$ cat src/rtl/alu_issue_ctrl.sv
// alu_issue_ctrl: issues tagged commands to a one-cycle ALU, screens
// illegal operations and returns results in order through a response FIFO.
module alu_issue_ctrl #(
    parameter int DATA_W     = 4,
    parameter int TAG_W      = 4,
    parameter int FIFO_DEPTH = 4
) (
    input  logic                  clk,
    input  logic                  rst,
    input  logic                  cmd_valid,
    output logic                  cmd_ready,
    input  logic [2:0]            cmd_opcode,
    input  logic                  cmd_signed,
    input  logic [DATA_W-1:0]     cmd_a,
    input  logic [DATA_W-1:0]     cmd_b,
    input  logic [TAG_W-1:0]      cmd_tag,
    output logic [3+2*DATA_W:0]   iw,
    input  logic [DATA_W-1:0]     alu_out,
    output logic                  rsp_valid,
    input  logic                  rsp_ready,
    output logic [DATA_W-1:0]     rsp_data,
    output logic [TAG_W-1:0]      rsp_tag,
    output logic                  rsp_err
);

    localparam int PW = (FIFO_DEPTH > 1) ? $clog2(FIFO_DEPTH) : 1;
    localparam int CW = $clog2(FIFO_DEPTH + 1);
    localparam logic [2:0] OP_DIV = 3'd3;
    localparam logic [DATA_W-1:0] MOST_NEG = {1'b1, {(DATA_W-1){1'b0}}};

    logic              s1_valid, s2_valid;
    logic              s1_err, s2_err;
    logic [TAG_W-1:0]  s1_tag, s2_tag;
    logic [PW-1:0]     wr_ptr, rd_ptr;
    logic [CW-1:0]     count;
    logic [CW:0]       credit_used;
    logic              accept, cmd_err, push, pop;

    logic [DATA_W-1:0] fifo_data [FIFO_DEPTH];
    logic [TAG_W-1:0]  fifo_tag  [FIFO_DEPTH];
    logic              fifo_err  [FIFO_DEPTH];

    function automatic logic [PW-1:0] next_ptr(input logic [PW-1:0] p);
        return (p == PW'(FIFO_DEPTH - 1)) ? '0 : p + PW'(1);
    endfunction

    // Every in-flight command holds a FIFO slot, so the FIFO cannot overflow.
    assign credit_used = (CW+1)'(count) + (CW+1)'(s1_valid)
                       + (CW+1)'(s2_valid);
    assign cmd_ready   = !rst && (credit_used < (CW+1)'(FIFO_DEPTH));
    assign accept      = cmd_valid && cmd_ready;

    assign cmd_err = cmd_opcode[2]
                   || (cmd_opcode == OP_DIV && cmd_b == '0)
                   || (cmd_opcode == OP_DIV && cmd_signed
                       && cmd_a == MOST_NEG && cmd_b == '1);

    assign push      = s2_valid;
    assign rsp_valid = (count != '0);
    assign pop       = rsp_valid && rsp_ready;

    assign rsp_data = rsp_valid ? fifo_data[rd_ptr] : '0;
    assign rsp_tag  = rsp_valid ? fifo_tag[rd_ptr]  : '0;
    assign rsp_err  = rsp_valid ? fifo_err[rd_ptr]  : 1'b0;

    always_ff @(posedge clk) begin
        if (rst) begin
            iw       <= '0;
            s1_valid <= 1'b0;
            s2_valid <= 1'b0;
            s1_tag   <= '0;
            s1_err   <= 1'b0;
            s2_tag   <= '0;
            s2_err   <= 1'b0;
            wr_ptr   <= '0;
            rd_ptr   <= '0;
            count    <= '0;
        end else begin
            s1_valid <= accept;
            if (accept) begin
                // Illegal ops become a harmless ADD 0+0 but keep their slot.
                iw     <= cmd_err ? '0
                                  : {cmd_opcode, cmd_signed, cmd_a, cmd_b};
                s1_tag <= cmd_tag;
                s1_err <= cmd_err;
            end
            s2_valid <= s1_valid;
            s2_tag   <= s1_tag;
            s2_err   <= s1_err;
            if (push) begin
                wr_ptr <= next_ptr(wr_ptr);
            end
            if (pop) begin
                rd_ptr <= next_ptr(rd_ptr);
            end
            if (push && !pop) begin
                count <= count + CW'(1);
            end else if (pop && !push) begin
                count <= count - CW'(1);
            end
        end
    end

    always_ff @(posedge clk) begin
        if (!rst && push) begin
            fifo_data[wr_ptr] <= s2_err ? '0 : alu_out;
            fifo_tag[wr_ptr]  <= s2_tag;
            fifo_err[wr_ptr]  <= s2_err;
        end
    end

endmodule
$ cat config.mk
export PLATFORM = sky130hd
export DESIGN_NAME = alu_issue_ctrl
export DESIGN_NICKNAME = d
export VERILOG_FILES = /design/src/rtl/alu_issue_ctrl.sv
export SDC_FILE = /design/constraint.sdc
export NUM_CORES = 1
export LEC_CHECK = 0
export CAP_MARGIN = 15
export CORE_ASPECT_RATIO = 0.8
export CORE_MARGIN = 5
export CORE_UTILIZATION = 31
export CTS_BUF_LIST = sky130_fd_sc_hd__clkbuf_2 sky130_fd_sc_hd__clkbuf_4 sky130_fd_sc_hd__clkbuf_8
export CTS_CLUSTER_DIAMETER = 50
export CTS_CLUSTER_SIZE = 40
export DETAILED_ROUTE_END_ITERATION = 10
export PLACE_DENSITY = 0.5
export SYNTH_ARGS = -nofsm -noshare
export SYNTH_HDL_FRONTEND = slang
export SYNTH_SLANG_ARGS = --single-unit
$ cat constraint.sdc
create_clock -name clk -period 2.9 [get_ports clk]
set_clock_uncertainty 0.15 [all_clocks]
set_input_delay 0.435 -clock clk [delete_from_list [all_inputs] [get_ports clk]]
set_output_delay 0.435 -clock clk [all_outputs]
set_load 0.1 [all_outputs]
-- Yosys cells after proc, flatten, opt, wreduce, memory -nomap -nowiden
Memories as Yosys holds them, arrays and structs flattened. A register that Yosys moved wholly into a read port is not among the register bits.
Cells that the tools add are included.
Widths: inputs -> output; s select.
- equality and inequality tests: 5
- bitwise gates (word level): 0
- reductions and logical operators: 18
- $add $sub $neg: 6
- shifts and indexed selects: 0
- divide/modulo/power cells: 0
- multiplexer cells: 17
- magnitude comparators: 1
- multiply operators: 0
- operator list (operator ; number):
    $mux 2 ; 8
    $mux 12 ; 1
    $mux 4 ; 3
    $logic_and 1x1->1 ; 10
    $eq 4x4->1 const B ; 2
    $mux 3 ; 2
    $add 2x1->2 const B ; 2
    $add 3x1->4 ; 1
    $add 4x1->4 ; 1
    $eq 2x2->1 const B ; 2
    $logic_not 4->1 ; 1
    $lt 4x3->1 const B ; 1
    $add 3x1->3 const B ; 1
    $eq 3x2->1 const B ; 1
    $logic_not 1->1 ; 3
    $mux 1 ; 3
    $reduce_bool 3->1 ; 1
    $sub 3x1->3 const B ; 1
    $logic_or 1x1->1 ; 2
    $reduce_bool 2->1 ; 1
- bits in latches: 0
- output and inout bits: 23
- register bits after elaboration: 31
- logic and storage cells: 60
- memory bits (writable): 36
- memory bits (read-only): 0
- memories kept: 3
- memories (memory ; words ; width ; read ports ; clocked after memory_dff ; write ports ; RTL line ; text):
    fifo_data ; 4 ; 4 ; 1 ; 1 ; 1 ; 39 ; logic [DATA_W-1:0] fifo_data [FIFO_DEPTH];
    fifo_tag ; 4 ; 4 ; 1 ; 1 ; 1 ; 40 ; logic [TAG_W-1:0] fifo_tag [FIFO_DEPTH];
    fifo_err ; 4 ; 1 ; 1 ; 1 ; 1 ; 41 ; logic fifo_err [FIFO_DEPTH];

-- Logic depth before layout (Yosys ltp)
- depth after elaboration: 6
- depth in mapped cells: 8
- gate-level depth less buffers: 8

-- Worst setup path before layout
No wires, ideal clock.
- kind: reg-to-output
- from: register s2_valid, in the netlist push
- to: output port cmd_ready
- arrival: 3.109 ns
- stages on the path, launching flop included: 4
- path slack: -0.794 ns
- cells stage by stage: dfxtp_1 -> ha_1 -> a21o_1 -> a211oi_1
- longest elaborated chain between the ends: 3
- ends and longest elaborated chain (element ; RTL line ; text):
    start, declared ; 31 ; logic s1_valid, s2_valid;
    start signal, assigned ; 87 ; s2_valid <= s1_valid;
    $add 4x1->4 ; 49 ; + (CW+1)'(s2_valid);
    $lt 4x3->1 ; 50 ; assign cmd_ready = !rst && (credit_used < (CW+1)'(FIFO_DEPTH));
    $logic_and 1x1->1 ; 50 ;
    end, declared ; 11 ; output logic cmd_ready,
Every way passes these cells.

==> flow_summary_export.csv <==
group,metric,value,unit
status,status,"complete, no violations",
place,dp_hpwl,3.612,mm
drt,drc_errors,0,
layout,syn2layout_area_growth,29.38,%
sta,fin_crit,2390,ps
cts,clkTransAtPathRegs,70,ps
drt,wl_per_cell,14.48,microns
synthesis,postSynthCellCount,187,
cts,htree_levels,3,
power_and_ir_drop,clkPwrFrac,0.257,
critical_path,cpMostUsedCell,"buf_4",
cts,cts_setup_buffers,0,
critical_path,critPathBufInv,2,
global_route,grt_max_degree,31,
place,gp_congestion,0.6662,
synthesis,yosysSeqAreaShare,0.6379,
die,core_area,8521,sq um
power_and_ir_drop,power.total,3678,uW
drt,drt_iter0_markers,25,
cts,numCtsBuffers,9,
layout,final_common_cell,"edfxtp_1",
critical_path,worstPathCellList,"buf_4, mux4_2, and2_1, buf_4",
die,start_util,0.3204,
die,die_w,114.9,microns
synthesis,synth_nets,219,
critical_path,endpoint_kind,"output port",
die,pin_count,47,
cts,cts_tree,"yes",
synthesis,synth.avg_cell_area,14.60,sq um
worst_hold_path,holdCritPathClass,"flip-flop to flip-flop",
layout,stdcell_area,3532,sq um
synthesis,synthArstFlopShare,0,
worst_hold_path,min-delay-start,"s1_valid",
sta,fin_crit_sh,0.8242,
die,die_h,93.94,microns
critical_path,crit_fanout,9,
sta,hold_viol_final,0,
power_and_ir_drop,seqPwrFrac,0.321,
power_and_ir_drop,peakVddDrop,713.6,uV
sta,fmax,418.4,MHz
drt,via_count,1624,
synthesis,synth_area,2730,sq um
synthesis,synth_flop_cell,"edfxtp_1",
sta,relSlewSlack,0.6576,
sta,holdWs,313.7,ps
power_and_ir_drop,p_leak,0.001285,uW
critical_path,r2r_start,"count[2]",
power_and_ir_drop,p_int,2104,uW
synthesis,synth-edff-count,36,
cts,numClockSinks,69,
sta,worst_slew_pin_slew,513.6,ps
layout,layout.nets,272,
global_route,grt.overflow.total,0,
critical_path,crit_path_top_delay_cell,"mux4_2",
job,maxCapViolCount,0,
drt,drt-pass1-iter-count,4,
critical_path,cp-start-kind,"flip-flop",
cts,ctsResizeCount,0,
cts,ctsLongestPathBuffers,2,
drt,drt-vias-per-instance,4.549,
sta,setup-tns-final,0,ps
sta,rsz0062_at_grt,"no",
cts,clk_latency,340,ps
drt,routed_wl,5.171,mm
sta,finalSetupViolations,0,
global_route,antenna_found_initial,0,
sta,finalWorstSetupSlack,509.7,ps
critical_path,rrSetupSlack,520,ps
layout,drive_gt1_frac,0.2408,
place,placed_area,3286,sq um
synthesis,yosys_register_bits,69,
power_and_ir_drop,power_density,1041,nW/um^2
critical_path,critical_path_arrival,1810,ps
cts,cts-root-buf,"clkbuf_8",
sta,slew_violations,0,
power_and_ir_drop,p_sw,1574,uW
power_and_ir_drop,switching_share,0.4281,
global_route,grt_pass1_vias,1667,
critical_path,critPathMaxStageDelay,510,ps
drt,antenna_left,0,
die,dieArea,10800,sq um
die,core.rowCount,30,
critical_path,cp_top_family,"multiplexers",
layout,antennaDiodeCount,0,
cts,holdBufCountCts,0,
power_and_ir_drop,combPwrFrac,0.423,
critical_path,worst-setup-path-type,"flip-flop to output port",
global_route,grt_pass1_wl,8.576,mm
global_route,grt_usage,0.1067,
critical_path,required,2320,ps
layout,final_cell_mix,"36 x edfxtp_1, 33 x dfxtp_1, 28 x buf_4",
synthesis,synth_cell_type_count,32,
place,place_ws,461.3,ps
synthesis,synth_warnings,0,
place,port_buffers,46,
sequential cells by signal, summed over array words and instances, names as in the netlist, named ones only:
name / cells
fifo_data: 16
fifo_tag: 16
iw: 12
fifo_err: 4
s1_tag: 4
s2_tag: 4
count: 3
rd_ptr: 2
wr_ptr: 2
push: 1
s1_err: 1
s1_valid: 1
s2_err: 1
power groups by stage:
stage	sequential (uW)	combinational [uW]	clock [uW]
final	1180	1550	945
after floorplan	1290	1130	0
after CTS	1180	1580	977
after global placement	1200	1570	0
after global routing	1190	1640	1020
after detailed placement	1200	1580	0
synthesized netlist by cell type, types with 2 or more instances:
master,number,share of area
nand3_1,2,0.0037
mux2i_1,7,0.026
xor2_1,2,0.0064
and2_1,13,0.030
nand2_1,3,0.0041
inv_1,4,0.0055
nor3b_1,12,0.033
nor2b_1,11,0.025
a21oi_1,3,0.0055
a31o_1,9,0.029
dfxtp_1,33,0.24
a31o_2,2,0.0064
edfxtp_1,36,0.40
or3_1,3,0.0069
mux4_2,9,0.074
nor2_1,10,0.014
ha_1,7,0.032
buf_2,4,0.0073
clkbuf_1,4,0.0055
layout make-up:
class                           instances  area, sq um
Clock buffer                            9        123.9
Clock inverter                          7        122.6
Sequential cell                        69         1742
Fill cell                             793         4989
Inverter                                4        15.01
Tap cell                              112        140.1
Multi-Input combinational cell        104        928.4
Timing Repair Buffer                   52        460.4
cells by family (layout without fill, tap and decap cells):
| group | Yosys count | in the layout | synth area share |
|---|---|---|---|
| compound gates | 20 | 20 | 0.06600 |
| xor+xnor | 2 | 2 | 0.006417 |
| fa+ha+maj | 8 | 8 | 0.03941 |
| buf+inv | 14 | 72 | 0.02383 |
| flops | 69 | 69 | 0.6379 |
| mux | 16 | 16 | 0.09991 |
| simple gates | 58 | 58 | 0.1265 |
stage by stage:
step | utilization | instances
global placement | 0.3856 | 341
finish | 0.4145 | 357
global route | 0.4145 | 357
CTS | 0.4145 | 357
detailed placement | 0.3856 | 341
floorplan | - | 187
layer usage:
layer,vias to the layer above,GRT usage,wire length (microns)
li1,796,-,-
met4,0,0.04692,99
met1,792,0.1308,2308
met2,26,0.1652,2517
met3,10,0.04314,246
met5,-,0,0
path summary, 6_finish.rpt:
path	depth (start not counted)	endpoint
setup / recovery	4	rsp_tag[2]
hold / removal	1	push
setup reg to reg	8	count[2]
hold reg to reg	1	push
No activity file was read; power rests on OpenSTA's default activity.
